==> src/rtl/aes_byte_scanner.sv <==
// Byte-by-byte decimal display of a captured 128-bit AES block: each selected
// byte is converted to BCD with a sequential double-dabble and shown on three 7-segment digits.
module aes_byte_scanner #(
    parameter int TICK_DIV = 50_000_000,
    parameter int AUTO     = 1
) (
    input  logic         clk,
    input  logic         rst_n,
    input  logic         load,
    input  logic [127:0] block_in,
    input  logic         step,
    output logic [3:0]   byte_idx,
    output logic [7:0]   byte_val,
    output logic [6:0]   seg_1,
    output logic [6:0]   seg_2,
    output logic [6:0]   seg_3,
    output logic         busy,
    output logic         valid
);

    localparam int TW = $clog2(TICK_DIV);
    localparam logic [TW-1:0] TICK_LAST = TW'(TICK_DIV - 1);
    localparam logic [TW-1:0] TICK_ONE  = TW'(1);

    typedef enum logic [1:0] {IDLE, CONV, SHOW} state_t;

    state_t           state_reg, state_next;
    logic [127:0]     blk_reg;
    logic [3:0]       idx_reg;
    logic [7:0]       val_reg;
    logic [19:0]      sr_reg;
    logic [3:0]       cnt_reg;
    logic [TW-1:0]    tick_reg;
    logic [2:0][6:0]  seg_reg;

    logic [7:0]       blk_bytes [16];
    logic [3:0]       idx_inc;
    logic             advance;
    logic             conv_done;
    logic [11:0]      bcd_adj;
    logic [19:0]      sr_shift;
    logic [2:0][6:0]  seg_dec;

    function automatic logic [6:0] seg7(input logic [3:0] d);
        case (d)
            4'd0:    seg7 = 7'h40;
            4'd1:    seg7 = 7'h79;
            4'd2:    seg7 = 7'h24;
            4'd3:    seg7 = 7'h30;
            4'd4:    seg7 = 7'h19;
            4'd5:    seg7 = 7'h12;
            4'd6:    seg7 = 7'h02;
            4'd7:    seg7 = 7'h78;
            4'd8:    seg7 = 7'h00;
            4'd9:    seg7 = 7'h10;
            default: seg7 = 7'h7F;
        endcase
    endfunction

    genvar gi;
    generate
        for (gi = 0; gi < 16; gi++) begin : g_bytes
            assign blk_bytes[gi] = blk_reg[127-8*gi -: 8];
        end
        // Digit gi: 0 = ones, 1 = tens, 2 = hundreds (BCD field above the 8 binary bits).
        for (gi = 0; gi < 3; gi++) begin : g_digit
            assign bcd_adj[4*gi +: 4] = (sr_reg[8+4*gi +: 4] >= 4'd5) ?
                                        sr_reg[8+4*gi +: 4] + 4'd3 : sr_reg[8+4*gi +: 4];
            assign seg_dec[gi] = seg7(sr_reg[8+4*gi +: 4]);
        end
    endgenerate

    assign idx_inc   = idx_reg + 4'd1;
    assign conv_done = (cnt_reg == 4'd8);
    assign sr_shift  = {bcd_adj[10:0], sr_reg[7:0], 1'b0};
    // A step and a timer tick in the same cycle collapse into one advance.
    assign advance   = (state_reg == SHOW) &&
                       (step || ((AUTO != 0) && (tick_reg == TICK_LAST)));

    always_ff @(posedge clk) begin
        if (!rst_n) begin
            state_reg <= IDLE;
        end else begin
            state_reg <= state_next;
        end
    end

    always_comb begin
        state_next = state_reg;
        if (load) begin
            state_next = CONV;
        end else begin
            case (state_reg)
                IDLE:    state_next = IDLE;
                CONV:    if (conv_done) state_next = SHOW;
                SHOW:    if (advance) state_next = CONV;
                default: state_next = IDLE;
            endcase
        end
    end

    always_comb begin
        busy  = (state_reg == CONV);
        valid = (state_reg == SHOW);
    end

    always_ff @(posedge clk) begin
        if (!rst_n) begin
            blk_reg  <= '0;
            idx_reg  <= '0;
            val_reg  <= '0;
            sr_reg   <= '0;
            cnt_reg  <= '0;
            tick_reg <= '0;
            seg_reg  <= {3{7'h7F}};
        end else if (load) begin
            blk_reg <= block_in;
            idx_reg <= '0;
            val_reg <= block_in[127:120];
            sr_reg  <= {12'h000, block_in[127:120]};
            cnt_reg <= '0;
        end else if (advance) begin
            idx_reg <= idx_inc;
            val_reg <= blk_bytes[idx_inc];
            sr_reg  <= {12'h000, blk_bytes[idx_inc]};
            cnt_reg <= '0;
        end else if (state_reg == CONV) begin
            if (!conv_done) begin
                sr_reg  <= sr_shift;
                cnt_reg <= cnt_reg + 4'd1;
            end else begin
                seg_reg  <= seg_dec;
                tick_reg <= '0;
            end
        end else if (state_reg == SHOW) begin
            tick_reg <= tick_reg + TICK_ONE;
        end
    end

    assign byte_idx = idx_reg;
    assign byte_val = val_reg;
    assign seg_1    = seg_reg[2];
    assign seg_2    = seg_reg[1];
    assign seg_3    = seg_reg[0];

endmodule

==> config.mk <==
export PLATFORM = sky130hd
export DESIGN_NAME = aes_byte_scanner
export DESIGN_NICKNAME = d
export VERILOG_FILES = /design/src/rtl/aes_byte_scanner.sv
export SDC_FILE = /design/constraint.sdc
export NUM_CORES = 1
export LEC_CHECK = 0
export CAP_MARGIN = 20
export CELL_PAD_IN_SITES_DETAIL_PLACEMENT = 1
export CELL_PAD_IN_SITES_GLOBAL_PLACEMENT = 1
export CORE_MARGIN = 2
export CORE_UTILIZATION = 23
export CTS_CLUSTER_SIZE = 24
export DETAILED_ROUTE_END_ITERATION = 7
export PLACE_DENSITY_LB_ADDON = 0.05
export SLEW_MARGIN = 20
export SYNTH_ARGS = -nofsm -noshare
export SYNTH_HDL_FRONTEND = slang
export SYNTH_SLANG_ARGS = --single-unit
export TNS_END_PERCENT = 30
==> constraint.sdc <==
create_clock -name clk -period 2.4 [get_ports clk]
set_input_delay 0.48 -clock clk [delete_from_list [all_inputs] [get_ports clk]]
set_output_delay 0.48 -clock clk [all_outputs]
set_load 0.05 [all_outputs]
-- Yosys cells after proc, flatten, opt, wreduce, memory -nomap -nowiden
Memories as Yosys holds them, arrays and structs flattened. A register that Yosys moved wholly into a read port is not among the register bits.
Cells that the tools add are included.
- magnitude comparators: 4
- multiplexer cells: 19
- bitwise gates (word level): 5
- reductions and logical operators: 16
- eq/ne operators: 9
- add/subtract/negate cells: 6
- operator list (operator ; count):
    $mux 26 ; 3
    $mux 8 ; 8
    $bmux 8 s4 ; 1
    $add 26x1->26 const B ; 1
    $eq 26x26->1 const B ; 1
    $ge 4x3->1 const B ; 3
    $add 4x1->4 const B ; 2
    $add 4x2->4 const B ; 2
    $mux 4 ; 2
    $reduce_and 2->1 ; 4
    $reduce_and 4->1 ; 2
    $ne 3x2->1 const B ; 2
    $ge 5x5->1 const B ; 1
    $not 4->5 ; 1
    $eq 4x4->1 const B ; 1
    $mux 2 ; 2
    $ne 2x1->1 const B ; 2
    $not 1->1 ; 4
    $pmux 2 s2 ; 1
    $reduce_bool 2->1 ; 2
    $add 3x2->3 const B ; 1
    $logic_not 1->1 ; 3
    $mux 3 ; 1
    $ne 3x3->1 const B ; 1
    other kinds (8) ; 8
- memories: 3
- register bits: 192
- output and inout bits: 35
- logic and storage cells: 71
- bits in read-only memories: 336
- memories (name ; words ; bits a word ; read ports ; clocked after Yosys merged registers in ; write ports ; RTL line ; text):
    (no name shown) ; 16 ; 7 ; 1 ; 1 ; 0 ; 45 ; case (d)
    (no name shown) ; 16 ; 7 ; 1 ; 1 ; 0 ; 45 ;
    (no name shown) ; 16 ; 7 ; 1 ; 1 ; 0 ; 45 ;

-- Depth between registers and ports, before layout
- word-level depth: 7
- gate-level depth with buffers: 10
- gate-level depth less buffers: 8

-- Least setup slack after synthesis
OpenSTA, ideal clock, no wires.
- kind: register to register
- start: register idx_reg[1] (netlist: byte_idx[1])
- end: register sr_reg[0]
- path buffers: 2
- period minus slack after synthesis: 2650 ps
- required time: 2278 ps
- data arrival time: 2528 ps
- cell stages (with the launch flop): 8
- setup slack: -250 ps
- cells stage by stage: dfxtp_1 -> ha_1 -> clkbuf_1 -> clkbuf_1 -> mux4_2 -> a221oi_1 -> nor3b_2 -> a311o_1
- cells in the longest elaborated chain, start to end: 7
- ends and longest elaborated chain (item ; RTL line ; text):
    start, declared ; 29 ; logic [3:0] idx_reg;
    start signal, assigned ; 123 ; idx_reg <= idx_inc;
    $add 4x1->4 ; 73 ; assign idx_inc = idx_reg + 4'd1;
    via idx_inc[1] ; 37 ; logic [3:0] idx_inc;
    $not 4->5 (implied by the code) ; 125 ; sr_reg <= {12'h000, blk_bytes[idx_inc]};
    $bmux 8 s4 ; 125 ;
    $mux 8 (implied by the code) (2 in a row) ; 125 ;
    $mux 8 ; 122 ; end else if (advance) begin
    $mux 8 ; 116 ; end else if (load) begin
    end signal, assigned ; 120 ; sr_reg <= {12'h000, block_in[127:120]};
    end signal, assigned ; 125 ;
    end signal, assigned ; 129 ; sr_reg <= sr_shift;
    end, declared ; 31 ; logic [19:0] sr_reg;
The timed path passes the listed nets, and every way through them passes these cells. The select of a mux whose other input is x is not followed.
A chain may end at the register's enable or synchronous reset.

-- Worst setup path in the final report
- start: register val_reg[0] (netlist: byte_val[0])
- end: output byte_val[0]
- RTL lines (item ; RTL line ; text):
    start, declared ; 30 ; logic [7:0] val_reg;
    start signal, assigned ; 119 ; val_reg <= block_in[127:120];
    start signal, assigned ; 124 ; val_reg <= blk_bytes[idx_inc];
    end, declared ; 13 ; output logic [7:0] byte_val,
No word-level cell between the ends.

==> impl_results.md <==
* Post-CTS Repair Setup Buffers at 0
* Mean instance size in the synthesized netlist at 9.94 µm²
* Number of synthesized register bits at about 210
* Row count at between 70 and 80
* R2R depth at 7
* Slowest cell on the critical path: sky130_fd_sc_hd__clkdlybuf4s50_1
* Number of detailed-route iterations in the first pass at 4
* Met1 track utilization from global routing at between 10% and 20%
* Routing usage on met2 at 22.8%
* Max reg flops at around 130
* Startpoint types: flip-flop
* Clock sink count at 213
* Via count of the first global-routing pass at 8491
* Setup-failing EPs final at 0
* Data arrival time at the worst-slack endpoint at roughly 1800 ps
* Total design power at 8.73 mW
* Setup repair after global routing missed its margin: no
* # port buffers at between 150 and 200
* Final number of max-transition violations at 0
* Number of antenna violations at the first check in global routing at 0
* Average routed wire per standard cell at approximately 18 µm
* Share of synthesized flip-flops with an asynchronous set or reset at 0%
* Hold Vio Cnt, Final at 0
* Vias at ~8000
* Critical path fanouts, max at 2
* Most instantiated flip-flop cell in the synthesis netlist: sky130_fd_sc_hd__dfxtp_1
* Result of the run: finished, final reports clean
* Global-route track usage on met3 at under 10%
* DIE WIDTH at roughly 210 µm
* Maximum resistive drop on vdd at around 0.0004 V
* Sort of element at the end of the critical path: output port
* Hold buffer count at cts at 0
* Total Neg Setup Slack at 0 ps
* Most frequent cells in the layout: 211 x sky130_fd_sc_hd__dfxtp_1, 158 x sky130_fd_sc_hd__clkdlybuf4s50_1, 128 x sky130_fd_sc_hd__mux2i_1
* Signed area change from the synthesized netlist to the final layout at 33.1%
* Clock latency of the later-clocked register in the worst-skew pair at between 500 and 600 ps
* Initial drt markers at ~270
* Vias per cell at about 4.4
* Routability congestion estimate from global placement at approximately 0.71
* Post-route DRC violation count at 0
* Cell-by-cell listing of the critical path: clkdlybuf4s50_1
* Static leakage at around 5.2 nW
* Number of buffer and inverter instances along the worst setup path at 1
* Total routing resource utilization after global routing at 13.7%
* CTS root buf: sky130_fd_sc_hd__clkbuf_16
* Yosys cell types at 61
* Setup clock skew after layout at between 20 and 30 ps
* Maximum number of buffers from clock root to sink at 3
* Final core occ at between 30 and 40%
* First-pass GRT wire length at around 50000 µm
* Wire length after detailed routing at 31800 µm
* Die boundary height at approximately 210 µm
* Synth Cell Area at 10200 µm²
* Count of cells along the worst hold path at 2
* Starting utilization of the core area at between 20% and 30%
* Crit share post-route at a little over nine tenths
* Post-Synthesis Cells at just over 1000
* Area inside the core boundary at between 40000 and 50000 µm²
* Cell type group with the largest total delay on the critical path: buffers and inverters
* Share of synthesized area occupied by flip-flops and latches at 41.7%
* Number of stages on the worst setup path at 1
* Worst slew pin tran at between 600 and 700 ps
* Req. time, crit path at ~1900 ps
* TritonCTS clock tree: yes
* Synthesized netlist net count at 1181
* Max-cap check violation count at 0
* Timing-limited maximum frequency at about 430 MHz
* Number of flops mapped to enable cells by yosys at 0
* Final net count at ~1300
* Routing layer with the top usage in global route: met2
* Commonest non-fill, non-tap cell in the layout: sky130_fd_sc_hd__dfxtp_1
* Yosys synthesis warning count at 0
* CP max stage delay at ~850 ps
* Global-route congestion overflow total at 0
* Worst rel slew slack at ~57%
* Top cells by area in the synthesized netlist: sky130_fd_sc_hd__dfxtp_1 42%, sky130_fd_sc_hd__mux2i_1 13%, sky130_fd_sc_hd__nor2b_1 7.5%
* Ratio of cells with drive above 1 in the final layout at about an eighth
* Power per cell area at around 640 nW/µm²
* Yosys top cell by area: sky130_fd_sc_hd__dfxtp_1
* Number of H-tree levels at 1
* Final critical delay including setup and external delays at 2320 ps
* Hpwl dp at between 20000 and 25000 µm
* Area share of the leading cell type in the synthesized netlist at 41.7%
* Antenna-violating nets left at 0
* DIE AREA at about 46000 µm²
* Top-Level Pins at ~170
* Clk slew on worst S/H paths at ~60 ps
* Total CTS buffers at 28
* Largest net degree at the start of global routing at 74
* Final antenna diode count at 0
* Class of the tightest hold or removal check: primary input to flip-flop
* Crit path kind: flip-flop to output port
kinds of logic after synthesis:
group	share of synthesized area (%)
compound gates	11.4
xor+xnor	2.05
fa+ha+maj	2.32
buf+inv	3.67
flops	41.7
mux	19.6
simple gates	19.3
stage by stage:
stage	area [µm²]	setup slack, ps	std cells	hold slack (ps)
finish	13600	79.8	1807	295
global route	13600	12.2	1807	303
CTS	13600	14.0	1807	273
detailed placement	12700	15.9	1758	452
global placement	12700	82.9	1758	450
floorplan	10200	49.5	1030	429
repair_timing:
item / 4_1_cts / 5_1_grt
resized for setup: 1 / 1
endpoints found under the setup margin: 1 / 1
hold endpoints to repair: 0 / 0
gates cloned: 0 / 0
final cells by class:
type | count | area, µm²
multi-input cells | 726 | 5610
well taps | 592 | 741
fillers | 4961 | 30400
inverters | 20 | 75.1
repair buffers | 207 | 2040
clock buffers | 41 | 790
flip-flops and latches | 213 | 4270
clock inverters | 8 | 101
power breakdown:
part / leakage, nW / switching, mW / internal, mW / total (mW)
clock network: 0.439 / 1.64 / 2.47 / 4.12
registers: 1.75 / 0.0861 / 3.69 / 3.77
logic: 3.03 / 0.373 / 0.465 / 0.839
total: 5.22 / 2.10 / 6.63 / 8.73
worst paths after layout:
kind	from	endpoint	slack, ps
min reg2reg	seg_2[2]	seg_2[2]	460
max	byte_val[0]	byte_val[0]	80
max reg2reg	byte_idx[0]	sr_reg[6]	120
min	rst_n	seg_2[2]	290
metal layers:
metal / part of all wire (%) / routed length [µm]
met4: 1.8 / 574
met2: 46 / 14700
met1: 48 / 15300
met5: 0 / 0
met3: 3.9 / 1240
synth_stat cells (13+ instances only):
| master | number |
|---|---|
| sky130_fd_sc_hd__a21oi_1 | 38 |
| sky130_fd_sc_hd__buf_1 | 13 |
| sky130_fd_sc_hd__clkbuf_1 | 45 |
| sky130_fd_sc_hd__dfxtp_1 | 213 |
| sky130_fd_sc_hd__ha_1 | 19 |
| sky130_fd_sc_hd__inv_1 | 20 |
| sky130_fd_sc_hd__mux2i_1 | 128 |
| sky130_fd_sc_hd__mux4_2 | 32 |
| sky130_fd_sc_hd__nand2_1 | 90 |
| sky130_fd_sc_hd__nand2b_1 | 32 |
| sky130_fd_sc_hd__nand3_1 | 20 |
| sky130_fd_sc_hd__nor2_1 | 53 |
| sky130_fd_sc_hd__nor2b_1 | 123 |
| sky130_fd_sc_hd__o21ai_0 | 22 |
| sky130_fd_sc_hd__xor2_1 | 15 |
Power figures use the tool's default switching activity.
